### config.mk
export PLATFORM = sky130hd
export DESIGN_NAME = fft_frame_tx
export DESIGN_NICKNAME = d
export VERILOG_FILES = /design/src/rtl/fft_frame_tx.sv
export SDC_FILE = /design/constraint.sdc
export NUM_CORES = 1
export LEC_CHECK = 0
export ABC_AREA = 1
export BUFFER_PORTS_ARGS = -buffer_cell sky130_fd_sc_hd__buf_2
export CAP_MARGIN = 20
export CELL_PAD_IN_SITES_DETAIL_PLACEMENT = 0
export CELL_PAD_IN_SITES_GLOBAL_PLACEMENT = 1
export CORE_MARGIN = 2
export CORE_UTILIZATION = 25
export CTS_BUF_LIST = sky130_fd_sc_hd__clkbuf_8
export DETAILED_ROUTE_END_ITERATION = 8
export GPL_TIMING_DRIVEN = 1
export PLACE_DENSITY_LB_ADDON = 0.1
export SYNTH_ARGS = -nofsm -noshare
export SYNTH_HDL_FRONTEND = slang
export SYNTH_SLANG_ARGS = --single-unit
### constraint.sdc
create_clock -name clk -period 1.8 [get_ports clk]
set_input_delay 0.54 -clock clk [delete_from_list [all_inputs] [get_ports clk]]
set_output_delay 0.54 -clock clk [all_outputs]
set_load 0.01 [all_outputs]
### src/rtl/fft_frame_tx.sv
// rtl/fft_frame_tx.sv - serial-to-parallel 16-bin FFT frame producer, double-buffered
module fft_frame_tx #(
    parameter int BIT_REV    = 0,
    parameter int MAX_FRAMES = 64
) (
    input  logic        clk,
    input  logic        rst,
    input  logic        in_valid,
    input  logic [31:0] in_d,
    input  logic        flush,
    output logic        in_ready,
    output logic        fft_valid,
    output logic [31:0] fft_d0,
    output logic [31:0] fft_d1,
    output logic [31:0] fft_d2,
    output logic [31:0] fft_d3,
    output logic [31:0] fft_d4,
    output logic [31:0] fft_d5,
    output logic [31:0] fft_d6,
    output logic [31:0] fft_d7,
    output logic [31:0] fft_d8,
    output logic [31:0] fft_d9,
    output logic [31:0] fft_d10,
    output logic [31:0] fft_d11,
    output logic [31:0] fft_d12,
    output logic [31:0] fft_d13,
    output logic [31:0] fft_d14,
    output logic [31:0] fft_d15,
    output logic        frames_done
);

    // Frame counter is at least 7 bits so an unlimited build wraps freely.
    localparam int FCNT_W = ($clog2(MAX_FRAMES + 1) > 7) ? $clog2(MAX_FRAMES + 1) : 7;
    localparam logic [FCNT_W-1:0] FCNT_LAST = FCNT_W'(MAX_FRAMES);

    function automatic logic [3:0] rev4(input logic [3:0] v);
        return {v[0], v[1], v[2], v[3]};
    endfunction

    logic [3:0]        idx_q, idx_d;
    logic [FCNT_W-1:0] fcnt_q, fcnt_d;
    logic [31:0]       stage_q [16];
    logic [31:0]       stage_d [16];
    logic [31:0]       out_q   [16];
    logic [31:0]       out_d   [16];
    logic              fft_valid_q, fft_valid_d;
    logic              frames_done_q, frames_done_d;
    logic              in_ready_q, in_ready_d;
    logic              accept;
    logic              last;
    logic [3:0]        slot;

    // Accept qualification and the staging slot for the current sample.
    always_comb begin
        accept = in_valid & in_ready_q & ~flush;
        last   = accept & (idx_q == 4'd15);
        slot   = (BIT_REV != 0) ? rev4(idx_q) : idx_q;
    end

    // Staging write; stage_d doubles as the completed frame so the 16th sample bypasses the buffer.
    always_comb begin
        for (int i = 0; i < 16; i++) begin
            stage_d[i] = stage_q[i];
        end
        if (accept) begin
            stage_d[slot] = in_d;
        end
    end

    // Output bank only changes on a completion edge; sample 0 of the next frame never touches it.
    always_comb begin
        for (int i = 0; i < 16; i++) begin
            out_d[i] = last ? stage_d[i] : out_q[i];
        end
    end

    // Sample index, frame count, strobe and frame-limit control.
    always_comb begin
        idx_d         = idx_q;
        fcnt_d        = fcnt_q;
        fft_valid_d   = last;
        frames_done_d = frames_done_q;
        if (flush) begin
            idx_d = 4'd0;
        end else if (accept) begin
            idx_d = idx_q + 4'd1;
        end
        if (last) begin
            fcnt_d = fcnt_q + 1'b1;
            if ((MAX_FRAMES != 0) && (fcnt_d == FCNT_LAST)) begin
                frames_done_d = 1'b1;
            end
        end
        in_ready_d = ~frames_done_d;
    end

    // Staging buffer registers.
    always_ff @(posedge clk or negedge rst) begin
        if (!rst) begin
            for (int i = 0; i < 16; i++) stage_q[i] <= '0;
        end else begin
            for (int i = 0; i < 16; i++) stage_q[i] <= stage_d[i];
        end
    end

    // Output frame registers.
    always_ff @(posedge clk or negedge rst) begin
        if (!rst) begin
            for (int i = 0; i < 16; i++) out_q[i] <= '0;
        end else begin
            for (int i = 0; i < 16; i++) out_q[i] <= out_d[i];
        end
    end

    // Control registers.
    always_ff @(posedge clk or negedge rst) begin
        if (!rst) begin
            idx_q         <= 4'd0;
            fcnt_q        <= '0;
            fft_valid_q   <= 1'b0;
            frames_done_q <= 1'b0;
            in_ready_q    <= 1'b1;
        end else begin
            idx_q         <= idx_d;
            fcnt_q        <= fcnt_d;
            fft_valid_q   <= fft_valid_d;
            frames_done_q <= frames_done_d;
            in_ready_q    <= in_ready_d;
        end
    end

    assign in_ready    = in_ready_q;
    assign fft_valid   = fft_valid_q;
    assign frames_done = frames_done_q;
    assign fft_d0      = out_q[0];
    assign fft_d1      = out_q[1];
    assign fft_d2      = out_q[2];
    assign fft_d3      = out_q[3];
    assign fft_d4      = out_q[4];
    assign fft_d5      = out_q[5];
    assign fft_d6      = out_q[6];
    assign fft_d7      = out_q[7];
    assign fft_d8      = out_q[8];
    assign fft_d9      = out_q[9];
    assign fft_d10     = out_q[10];
    assign fft_d11     = out_q[11];
    assign fft_d12     = out_q[12];
    assign fft_d13     = out_q[13];
    assign fft_d14     = out_q[14];
    assign fft_d15     = out_q[15];

endmodule
# Word level (Yosys, flattened, before mapping)
# Index checks and enable logic that the tools add are counted.
[classes] bitwise=6 add_sub_neg=2 mux=8 order_cmp=2 n_eq_ne=2 n_reduce_logical=2
[op_table] cell="$bwmux 512" count=1
[op_table] cell="$mux 512" count=1
[op_table] cell="$demux 32 s4" count=1
[op_table] cell="$mux 32" count=1
[op_table] cell="$mux 4" count=2
[op_table] cell="$add 7x1->7 const B" count=1
[op_table] cell="$eq 7x7->1 const B" count=1
[op_table] cell="$ge 5x5->1 const B" count=1
[op_table] cell="$lt 5x1->1 const B" count=1
[op_table] cell="$not 4->5" count=1
[op_table] cell="$add 4x1->4 const B" count=1
[op_table] cell="$eq 4x4->1 const B" count=1
[op_table] cell="$and 1x1->1" count=3
[op_table] cell="$mux 1" count=2
[op_table] cell="$not 1->1" count=2
[op_table] cell="$reduce_bool 2->1" count=1
[op_table] cell="$logic_and 1x1->1" count=1
[totals] out_inout_bits=515 reg_bits=1038 elab_cells=59

# Longest topological paths before layout
[logic_depth] depth_word=7 mapped_depth=10

# Worst setup path after synthesis
# Ideal clock, no wire load.
[synth_path] path_type="input-to-reg" startpoint="in flush" endpoint="reg out_q (netlist bit fft_d10[13])" arrival_ns=1.557 path_slack_ns=0.126 setup_time_ns=0.117 stages=8 required_time_ns=1.683 path_buffers=2 cell_sequence="inv_2 > nand3_4 > nor2_4 > inv_2 > clkbuf_1 > clkbuf_1 > nand2_1 > nand2_1"
[synth_via] elab_chain_cells=3
[synth_rtl] item="start: declaration" line_no="10" rtl="input logic flush,"
[synth_rtl] item="$not 1->1 *" line_no="55" rtl="accept = in_valid & in_ready_q & ~flush;"
[synth_rtl] item="$and 1x1->1 *" line_no="55"
[synth_rtl] item="$mux 512 or $and 1x1->1 (tied branches)" line_no="65, 56"
[synth_rtl] item="end: declaration" line_no="44" rtl="logic [31:0] out_q [16];"
# Every way passes the cells marked *; elsewhere a longest branch is shown, timed or not.
# A chain may end at the register's enable or synchronous reset.

# Final worst setup path
[layout_path] startpoint="reg in_ready_q, in the netlist in_ready" endpoint="out in_ready"
[layout_rtl] item="start: declaration" line_no="48" rtl="logic in_ready_q, in_ready_d;"
[layout_rtl] item="start signal: assignment" line_no="128" rtl="in_ready_q <= in_ready_d;"
[layout_rtl] item="end: declaration" line_no="11" rtl="output logic in_ready,"
# No word-level cell between the ends.

==> metrics.cfg <==
[die]
fp.dieW_um = 388
row_count = 140
fp.dieArea_um2 = 150000
io_pins = 551
initial_core_util_pct = 25.2
die_h_um = 388
coreArea_um2 = 146000

[layout]
post-route-util_pct = 36.9
areaGrowthSynthToFinish_pct = 46.5
drive_gt1_share_pct = 31.4
nets = 4968
final_cells = 6993

[yosys]
netlist_top_cells_area = dfrtp_1 68%, nand2_1 21%, o21ai_0 5.7%
yosysSeqAreaShare_pct = 68.5
synthesis.instances = 3876
synth_area_leader_cell = dfrtp_1
synth_seq_cells = 1006
synth_top_area_share_pct = 68.4
synth_nets = 3917
syn_area_um2 = 36800
avgSynthCellArea_um2 = 9.49
synth_warnings = 0
ys_types = 24

[worst_setup_path]
max_stage_delay_ns = 0.55
critPathKind = reg2out
reg2reg_from = in_ready
cp-startpoint = in_ready
slowest_stage = dfstp_2
end_kind = output pin
cp_data_arrival_time_ns = 1.70
cp_common_cell = buf_8
critPathMaxFanout = 2
path_cells = buf_8, buf_8
cp_data_required_time_ns = 1.26
critPathLaunchType = flip-flop

[placed_design]
place_inst = 6347
port_buffers = 550
dp_hpwl_um = 93100
gp_congestion = 0.730

[min_path]
min_path_type = in2async

[route]
vias_per_cell = 4.31
vias = 30100
wl_um = 157000
drt_iter0_drc = 1590
drc = 0
final_antenna_net_count = 0
firstDrtPassIters = 4
wl_per_cell_um = 22.5

[timing]
max_freq_ghz = 0.447
rsz0062_at_grt = yes
post-route-period-util_pct = 124
min_period_ns = 2.24
worst_slack_ns = -0.435
report.final.slew_viol_count = 0
max-slew-margin-rel_pct = 45.0
setup_viol = 1396
worst_pin_slew_ns = 0.824
skew_ns = 0.0649
hold_viol = 0

[clock_tree]
numCtsBuffers = 186
cts_tree = done
clock-sinks = 1006
clkLatencyLatePin_ns = 0.92
h-tree-depth = 4
root_buffer = clkbuf_8
clk_pin_slew_ns = 0.06
clk_path_buf_depth = 3

[pwr]
power_density_nw_per_um2 = 847
p_leak_nw = 29.3
peakVddDrop_mv = 0.508

[global_route]
antenna_found_initial = 27
grt_max_degree = 95
grt_pass1_wl_um = 215000
gr-usage-all-layers_pct = 19.5
overflow = 0
grt_pass1_vias = 30300

[outcome]
status = finished with violations
violations = negative setup slack

[job]
max_cap_violations = 0

==> final cells by class <==
| type | count | area (um2) |
|---|---|---|
| Clock inverter | 109 | 527 |
| Tap cell | 1917 | 2400 |
| Inverter | 52 | 208 |
| Clock buffer | 222 | 3060 |
| Sequential cell | 1006 | 25200 |
| Timing Repair Buffer | 1099 | 11100 |
| Fill cell | 15000 | 92000 |
| Multi-Input combinational cell | 2582 | 11300 |
| Antenna cell | 6 | 15.0 |
==> worst max-delay path, delay by kind of cell (launching register included) <==
family | cells | cell delay [ns]
flip-flops | 1 | 0.55
buffers and inverters | 2 | 0.25
==> logic make-up (layout without fill, tap and decap cells) <==
| family | Yosys count | after routing | synth area share (%) |
|---|---|---|---|
| AOI/OAI and AO/OA | 489 | 489 | 6.66 |
| DFF | 1006 | 1006 | 68.5 |
| and+or+nand+nor | 2085 | 2086 | 21.6 |
| adders and majority gates | 5 | 5 | 0.170 |
| buffers and inverters | 289 | 1482 | 3.08 |
| other | 0 | 6 | 0 |
| xor gates and xnor gates | 2 | 2 | 0.0476 |
==> state kept, by name (all words and copies together) (netlist names), 4 cells and up, named ones only <==
| register | cells |
|---|---|
| fcnt_q | 7 |
| fft_d2 | 32 |
| fft_d9 | 32 |
| fft_d13 | 32 |
| fft_d5 | 32 |
| stage_q | 480 |
| fft_d3 | 32 |
| fft_d14 | 32 |
| fft_d8 | 32 |
| fft_d1 | 32 |
| fft_d15 | 32 |
| fft_d12 | 32 |
| fft_d0 | 32 |
| fft_d6 | 32 |
| fft_d7 | 32 |
| fft_d11 | 32 |
| fft_d10 | 32 |
| fft_d4 | 32 |
| idx_q | 4 |
==> per-stage QoR <==
stage / worst slack [ns] / area (um2) / TNS [ns] / hold slack [ns] / power (mW)
floorplan: 0.126 / 36800 / 0 / 0.244 / 23.2
global placement: -0.286 / 44300 / -66.97 / 0.452 / 24.6
detailed placement: -0.300 / 44300 / -75.38 / 0.451 / 24.6
CTS: -0.563 / 51100 / -229.86 / 0.00504 / 46.5
global route: -0.545 / 53900 / -364.98 / 0.0548 / 47.6
finish: -0.435 / 53900 / -212.65 / 0.127 / 45.6
==> synth_stat cells (all sizes together) <==
library cell and number:
nand2 2058, dfrtp 1005, o21ai 485, clkbuf 194, inv 52, buf 43, nor2 15, nand3 8
ha 5, a21oi 3, nand4 3, dfstp 1, nor4 1, o22ai 1, xnor2 1, xor2 1
==> layout by cell type, fill, tap and decap left out, types with 107 or more instances in the layout <==
cell      Yosys  routed
dfrtp_1    1005     955
inv_1        48     126
buf_12        0     114
nand2_1    2046    1956
clkbuf_8      0     222
buf_6         0     172
o21ai_1      63     107
buf_2        38     410
o21ai_0     422     273
buf_4         0     271
==> layer usage <==
layer  up-vias  global-route usage, %  part of all wire, %
met4         4                   5.04                  1.9
met2       768                   29.7                   46
met3       196                   3.59                  4.6
met1     14800                   28.3                   48
li1      14300                      -                    -
met5         -                      0                0.013
==> where the power goes <==
part	internal [mW]	switching, mW	leakage [nW]	total (mW)
Clock	11.2	10.2	2.16	21.4
Combinational	0.417	1.12	13.2	1.54
Sequential	22.7	0.0122	13.9	22.7
==> final timing paths <==
path	endpoint	slack, ns	cells after the start
max	in_ready	-0.44	2
min	stage_q[113]	0.13	2
max reg2reg	fft_d4[17]	-0.32	13
min reg2reg	fft_d15[2]	0.47	2
max in group asynchronous	fft_d5[14]	0.71	4
min in group clk	idx_q[2]	0.16	4
==> timing repair <==
item                                    4_1_cts  5_1_grt
cloned                                       24       59
gates resized for setup                     289      444
pin swaps                                     9       41
endpoints found under the setup margin      753     1434
hold buffers                                 34        0
hold endpoints to repair                    583        0
buffers inserted                            146       49
(Power assumes the default switching activity.)
